**src/rtl/control_sequencer.sv**
```systemverilog
// Hardwired T-state control sequencer: fetch, R-ALU, immediate, ld/st, nop and halt.
// Optional ILLEGAL_TRAP_EN: undefined opcodes raise a sticky illegal flag and halt the machine.
module control_sequencer (
    input  logic        clock,
    input  logic        reset,
    input  logic [31:0] IR,
    input  logic        stop,
    input  logic        mem_done,
    output logic        Gra,
    output logic        Grb,
    output logic        Grc,
    output logic        Rin,
    output logic        Rout,
    output logic        BAout,
    output logic        Cout,
    output logic        PCout,
    output logic        PCin,
    output logic        IncPC,
    output logic        MARin,
    output logic        MDRin,
    output logic        MDRout,
    output logic        IRin,
    output logic        Yin,
    output logic        Zin,
    output logic        Zlowout,
    output logic        Read,
    output logic        Write,
    output logic [4:0]  alu_op,
    output logic        run,
    output logic        illegal
);

    localparam logic [3:0] T0   = 4'd0;
    localparam logic [3:0] T1   = 4'd1;
    localparam logic [3:0] T2   = 4'd2;
    localparam logic [3:0] T3   = 4'd3;
    localparam logic [3:0] T4   = 4'd4;
    localparam logic [3:0] T5   = 4'd5;
    localparam logic [3:0] T6   = 4'd6;
    localparam logic [3:0] T7   = 4'd7;
    localparam logic [3:0] HALT = 4'd8;

    logic [3:0] state_q, state_d;
    logic       stop_halt_q, stop_halt_d;
    logic       finish;

    logic [4:0] op;
    logic       is_ld, is_st, is_mem, is_ralu, is_imm, is_nop, is_halt;

    // Only the opcode field steers sequencing; register fields go straight to the select logic.
    logic unused_ir;
    assign unused_ir = ^IR[26:0];

    assign op      = IR[31:27];
    assign is_ld   = (op == 5'b00000);
    assign is_st   = (op == 5'b00010);
    assign is_mem  = is_ld | is_st;
    assign is_ralu = (op >= 5'b00011) && (op <= 5'b01011);
    assign is_imm  = (op >= 5'b01100) && (op <= 5'b01110);
    assign is_nop  = (op == 5'b11010);
    assign is_halt = (op == 5'b11011);

`ifdef ILLEGAL_TRAP_EN
    logic illegal_q, illegal_d;
    assign illegal = illegal_q;
`else
    assign illegal = 1'b0;
`endif

    always_comb begin
        state_d     = state_q;
        stop_halt_d = stop_halt_q;
        finish      = 1'b0;
`ifdef ILLEGAL_TRAP_EN
        illegal_d   = illegal_q;
`endif
        case (state_q)
            T0: state_d = T1;
            T1: if (mem_done) state_d = T2;
            T2: begin
                if (is_mem || is_ralu || is_imm) begin
                    state_d = T3;
                end else if (is_halt) begin
                    state_d     = HALT;
                    stop_halt_d = 1'b0;
`ifdef ILLEGAL_TRAP_EN
                end else if (!is_nop) begin
                    state_d     = HALT;
                    stop_halt_d = 1'b0;
                    illegal_d   = 1'b1;
`endif
                end else begin
                    finish = 1'b1;
                end
            end
            T3: state_d = T4;
            T4: state_d = T5;
            T5: if (is_mem) state_d = T6; else finish = 1'b1;
            T6: if (is_st || mem_done) state_d = T7;
            T7: if (!is_st || mem_done) finish = 1'b1;
            HALT: begin
                // Only a stop-requested pause resumes; opcode/trap halts wait for reset.
                if (stop_halt_q && !stop) begin
                    state_d     = T0;
                    stop_halt_d = 1'b0;
                end
            end
            default: state_d = T0;
        endcase
        if (finish) begin
            state_d     = stop ? HALT : T0;
            stop_halt_d = stop;
        end
    end

    always_ff @(posedge clock) begin
        if (reset) begin
            state_q     <= T0;
            stop_halt_q <= 1'b0;
`ifdef ILLEGAL_TRAP_EN
            illegal_q   <= 1'b0;
`endif
        end else begin
            state_q     <= state_d;
            stop_halt_q <= stop_halt_d;
`ifdef ILLEGAL_TRAP_EN
            illegal_q   <= illegal_d;
`endif
        end
    end

    always_comb begin
        {Gra, Grb, Grc, Rin, Rout, BAout, Cout} = 7'b0;
        {PCout, PCin, IncPC, MARin, MDRin, MDRout} = 6'b0;
        {IRin, Yin, Zin, Zlowout, Read, Write} = 6'b0;
        alu_op = 5'b0;
        run    = (state_q != HALT);
        case (state_q)
            T0: {PCout, MARin, IncPC, Zin} = 4'b1111;
            T1: {Zlowout, PCin, Read, MDRin} = 4'b1111;
            T2: {MDRout, IRin} = 2'b11;
            T3: begin
                Grb   = is_mem | is_ralu | is_imm;
                Yin   = is_mem | is_ralu | is_imm;
                Rout  = is_ralu | is_imm;
                BAout = is_mem;
            end
            T4: begin
                if (is_ralu) begin
                    {Grc, Rout, Zin} = 3'b111;
                    alu_op = op;
                end else if (is_imm || is_mem) begin
                    {Cout, Zin} = 2'b11;
                    case (op)
                        5'b01101: alu_op = 5'b00101;
                        5'b01110: alu_op = 5'b00110;
                        default:  alu_op = 5'b00011;
                    endcase
                end
            end
            T5: begin
                Zlowout = is_mem | is_ralu | is_imm;
                Gra     = is_ralu | is_imm;
                Rin     = is_ralu | is_imm;
                MARin   = is_mem;
            end
            T6: begin
                MDRin = is_mem;
                Read  = is_ld;
                Gra   = is_st;
                Rout  = is_st;
            end
            T7: begin
                MDRout = is_ld;
                Gra    = is_ld;
                Rin    = is_ld;
                Write  = is_st;
            end
            default: ;
        endcase
    end

endmodule

```
**config.mk**
```make
export PLATFORM = sky130hd
export DESIGN_NAME = control_sequencer
export DESIGN_NICKNAME = d
export VERILOG_FILES = /design/src/rtl/control_sequencer.sv
export SDC_FILE = /design/constraint.sdc
export NUM_CORES = 1
export LEC_CHECK = 0
export CORE_ASPECT_RATIO = 0.75
export CORE_MARGIN = 1
export CORE_UTILIZATION = 33
export DETAILED_ROUTE_END_ITERATION = 6
export HOLD_SLACK_MARGIN = 0.1
export PLACE_DENSITY = 0.9
export SYNTH_ARGS = -nofsm -noshare
export SYNTH_HDL_FRONTEND = slang
export SYNTH_SLANG_ARGS = --single-unit
```
**constraint.sdc**
```tcl
create_clock -name clock -period 2.3 [get_ports clock]
set_input_delay 0.23 -clock clock [delete_from_list [all_inputs] [get_ports clock]]
set_output_delay 0.23 -clock clock [all_outputs]
set_load 0.01 [all_outputs]
```
## Yosys cells after proc, flatten, opt, wreduce, memory -nomap -nowiden

Cells that the tools add are included.

- Flip-flop bits (word level): 5
- Input bits: 36
- Output and inout port bits: 26

- Magnitude comparators: 4
- Equality and inequality tests: 21
- Multiplexer cells: 44
- Bitwise operators: 4
- Reductions and logical operators: 15

Operators by type and width:

| operator | number |
|---|---|
| $pmux W4 S9 | 1 |
| $mux W4 | 8 |
| $mux W1 | 20 |
| $ne A3 B3 Y1 const B | 6 |
| $eq A4 B3 Y1 const B | 4 |
| $pmux W1 S2 | 8 |
| $eq A5 B4 Y1 const B | 2 |
| $le A5 B4 Y1 const B | 2 |
| $mux W5 | 2 |
| $pmux W1 S3 | 3 |
| $eq A4 B2 Y1 const B | 2 |
| $ne A4 B4 Y1 const B | 2 |
| $pmux W3 S2 | 1 |
| $reduce_and A6 Y1 | 1 |
| $eq A5 B2 Y1 const B | 1 |
| $eq A5 B5 Y1 const B | 1 |
| $ge A5 B2 Y1 const B | 1 |
| $ge A5 B4 Y1 const B | 1 |
| $logic_not A5 Y1 | 1 |
| $logic_or A1 B1 Y1 | 5 |
| $eq A4 B1 Y1 const B | 1 |
| $eq A4 B4 Y1 const B | 1 |
| $logic_not A4 Y1 | 1 |
| $or A1 B1 Y1 | 4 |
| 6 further kinds | 9 |

## Longest topological paths before layout

- Depth after elaboration: 8
- Mapped depth: 6
- Mapped depth without buffers: 5

## Worst setup path after synthesis

Ideal clock, no wire load.

- Path type: input port to output port
- Start: input IR[27]
- End: output Gra
- Arrival time: 1.697 ns
- Required time: 2.070 ns
- Slack: 0.373 ns
- Cell stages on the path: 5
- Buffers on the path: 1
- Cells stage by stage: buf_6 -> or4_4 -> or3_2 -> o21ai_0 -> nand2b_1

- Cells in the longest elaborated chain, start to end: 4
- Elaborated cells between the ends (all ways): 10

RTL lines:

| what | RTL line | RTL |
|---|---|---|
| start: declaration | 6 | `input logic [31:0] IR,` |
| $ge A5 B2 Y1 (tied with other cells) | 58 | `assign is_ralu = (op >= 5'b00011) && (op <= 5'b01011);` |
| $logic_and A1 B1 Y1 (on tied branches) | 58, 59 |  |
| $or A1 B1 Y1 | 163 | `Gra = is_ralu \| is_imm;` |
| $pmux W1 S3 (*) | 138 | `case (state_q)` |
| end: declaration | 9 | `output logic Gra,` |

Every way passes the cells marked *; elsewhere a longest branch is shown, timed or not.

## Worst setup path after layout

- Start: register state_q[2]
- End: output run

- Cells in the longest elaborated chain, start to end: 1

RTL lines:

| what | RTL line | RTL |
|---|---|---|
| start: declaration | 43 | `logic [3:0] state_q, state_d;` |
| start signal: assignment | 124 | `state_q <= state_d;` |
| $ne A4 B4 Y1 | 137 | `run = (state_q != HALT);` |
| end: declaration | 29 | `output logic run,` |

Every way passes these cells.

==> impl_results.md <==
- Setup WS post-layout: 0.0628 ns
- Synth Flop Type: dfxtp_1
- Yosys warns: 0
- Total track usage: 22.7%
- Initial Util: 36.9%
- Hold Buf Count CTS: 0
- Slew @ Worst Pin: 0.547 ns
- Met3 wire length: 154 um
- Post-synthesis cell count: 117
- Seq cells post-synth: 5
- DRT Pass-1 Iters: 6
- PD cells: 847 nW/um^2
- Clock transition at path regs: 0.04 ns
- Port Buffers: 32
- Fin crit share: 97.3%
- Routability cong.: 0.980
- Top-count cell post-synth: nor2_1
- Largest stage delay, worst path: 0.72 ns
- Ant. Diodes: 0
- RSZ-0062 raised after global routing: true
- Cell Area, Synth: 776 um^2
- Area leader, netlist: dfxtp_1
- Die width: 58.0 um
- Cells along the critical path: buf_4, or4b_2, clkdlybuf4s50_1
- Pin count of the biggest net entering global routing: 16
- Clock root cell: clkbuf_4
- Routed len/inst: 14.4 um
- Row cnt: 14
- Worst Setup Start Kind: flop
- Crit. End Element: output port
- Setup slack, reg-to-reg: 0.20 ns
- Synth top cells by count: nor2_1, o21ai_0, a21oi_1, nand2_1, nand2b_1
- Slew Viols, Final: 0
- Clk Latency, worst-skew pair: 0.24 ns
- CTS Buf Count: 3
- Status: finished with violations
- FFs w/ async S/R, synth: 0%
- Routed wire length: 2710 um
- Clk buf depth: 2
- Post-synth cell types: 40
- I/O pin count: 62
- Number of global-route vias before repair: 988
- NumNets Final: 202
- Reg2reg path depth: 6
- CP Launch Point: state_q[2]
- Setup CP Type: flop to output port
- Max Clock Skew: 0.00249 ns
- FF-to-FF Start: state_q[2]
- Top cell family by delay on the critical path: simple AND/OR/NAND/NOR gates
- Met1 WL: 1240 um
- Iteration-0 DRC count of the detailed router: 54
- Residual DRC: 3
- Placed inst area: 1220 um^2
- Final hold viol count: 0
- CP Data Arrival Time: 2.01 ns
- Setup-failing EPs final: 0
- Max layer used: met4
- Post-Place Worst Slack: -0.381 ns
- Design area: 1280 um^2
- Sink Count: 5
- Top post-synthesis cells by area: dfxtp_1, nor2_1, o21ai_0, nand2b_1, a21oi_1
- CP endpoint: run
- Post-synthesis sequential area ratio: 12.9%
- Worst hold path type: flop to flop
- Hpwl dp: 2190 um
- Initial antenna violation count: 0
- Max Freq: 0.447 GHz
- Vias per std cell: 5.65
- Area delta synth->final: 65.3%
- Max H-tree Level: 1
- Routed wl met2: 1310 um
- Share of post-route cells with drive strength above 1: 24.8%
- Total number of vias: 1067
- Top cell type's share of synthesized area: 12.9%
- Failing checks: design-rule violations
- Post-synth EDFFs: 0
- Worst path slowest cell: or4b_2
- Final worst path period need: 2.24 ns
- TritonCTS clock tree: built
- First-pass GRT wire length: 4550 um
- Critical path buffer and inverter count: 2
- WHS: 0.484 ns
- Post-Route Utilization: 61.0%
- Crit path max fanout: 9
- Core area: 2100 um^2
- Die height: 44.0 um
- Slew headroom: 62.6%
- Post-detailed-route count of antenna-violating nets: 0
- Reg-to-Reg End: state_q[3]
- Max VDD drop: 0.302 mV
- Max Cap Viol: 0
- Grt ovf: 0
- Crit path required time: 2.07 ns
- Cell count along the critical path: 3
- Die footprint: 2550 um^2
- TNS Setup: 0 ns
- Syn avg cell area: 6.63 um^2
- Leak: 0.595 nW
layout make-up:
cell class	count	area, um^2
Fill cell	190	820
Multi-Input combinational cell	97	617
Inverter	4	15.0
Timing Repair Buffer	55	494
Sequential cell	5	100
Clock buffer	4	26.3
Tap cell	24	30.0
tightest hold or removal path, cell delays in order, from the launching register on:
cell and delay [ns]:
dfxtp_1 0.31, nand3_1 0.07, a21oi_1 0.06
flip-flops by register name, indices dropped and copies added (netlist names):
signal       count
state_q          4
stop_halt_q      1
through the flow:
step                      instances  power (mW)
after global routing            189        1.19
after detailed placement        184       0.994
after floorplan                 118       0.591
after global placement          184       0.970
final                           189        1.09
after CTS                       188        1.07
kinds of logic (layout without fill, tap and decap cells):
kind of cell | count (synthesis) | after routing | synth area share (%)
compound gates | 30 | 30 | 24.2
simple gates | 62 | 62 | 47.6
flops | 5 | 5 | 12.9
xor+xnor | 3 | 3 | 3.39
other cells | 1 | 2 | 0.483
buf+inv | 16 | 63 | 11.5
power breakdown:
group / switching (mW) / total [mW] / internal (mW)
logic: 0.406 / 0.836 / 0.429
clock network: 0.0367 / 0.102 / 0.0656
registers: 0.0320 / 0.148 / 0.116
layer usage:
layer | vias up | global-route usage (%)
met1 | 507 | 32.0
met4 | 0 | 3.33
met3 | 2 | 4.18
met5 | - | 0
li1 | 518 | -
met2 | 40 | 37.0
worst min path at each step:
stage,cells past startpoint,end,start
floorplan,1,stop_halt_q,reset
global placement,2,stop_halt_q,stop_halt_q
detailed placement,2,stop_halt_q,stop_halt_q
CTS,2,stop_halt_q,stop_halt_q
global route,2,stop_halt_q,stop_halt_q
finish,2,stop_halt_q,stop_halt_q
placed cells by master (no fill, tap or decap), drive strengths merged, types with 2 or more instances in the layout:
master	netlist	routed
o21ai	10	10
clkbuf	4	5
nand2	8	8
a31oi	2	2
a21oi	8	8
nand3b	3	3
dfxtp	5	5
and3	3	3
xnor2	2	2
clkdlybuf4s15	0	4
a2111oi	3	3
dlygate4sd2	0	6
nor2	15	15
nand4	3	3
inv	4	4
a211oi	2	2
or3	3	3
or4	3	3
nand2b	7	7
buf	8	23
conb	1	2
nor4	3	3
nand3	3	3
nor3	4	4
clkdlybuf4s50	0	17
dlymetal6s2s	0	4
what timing repair did:
action                     CTS  global route
resized for setup           20            11
setup buffers                0             1
pin swaps                    0             1
setup endpoints to repair   11             7
(Power assumes the default switching activity.)
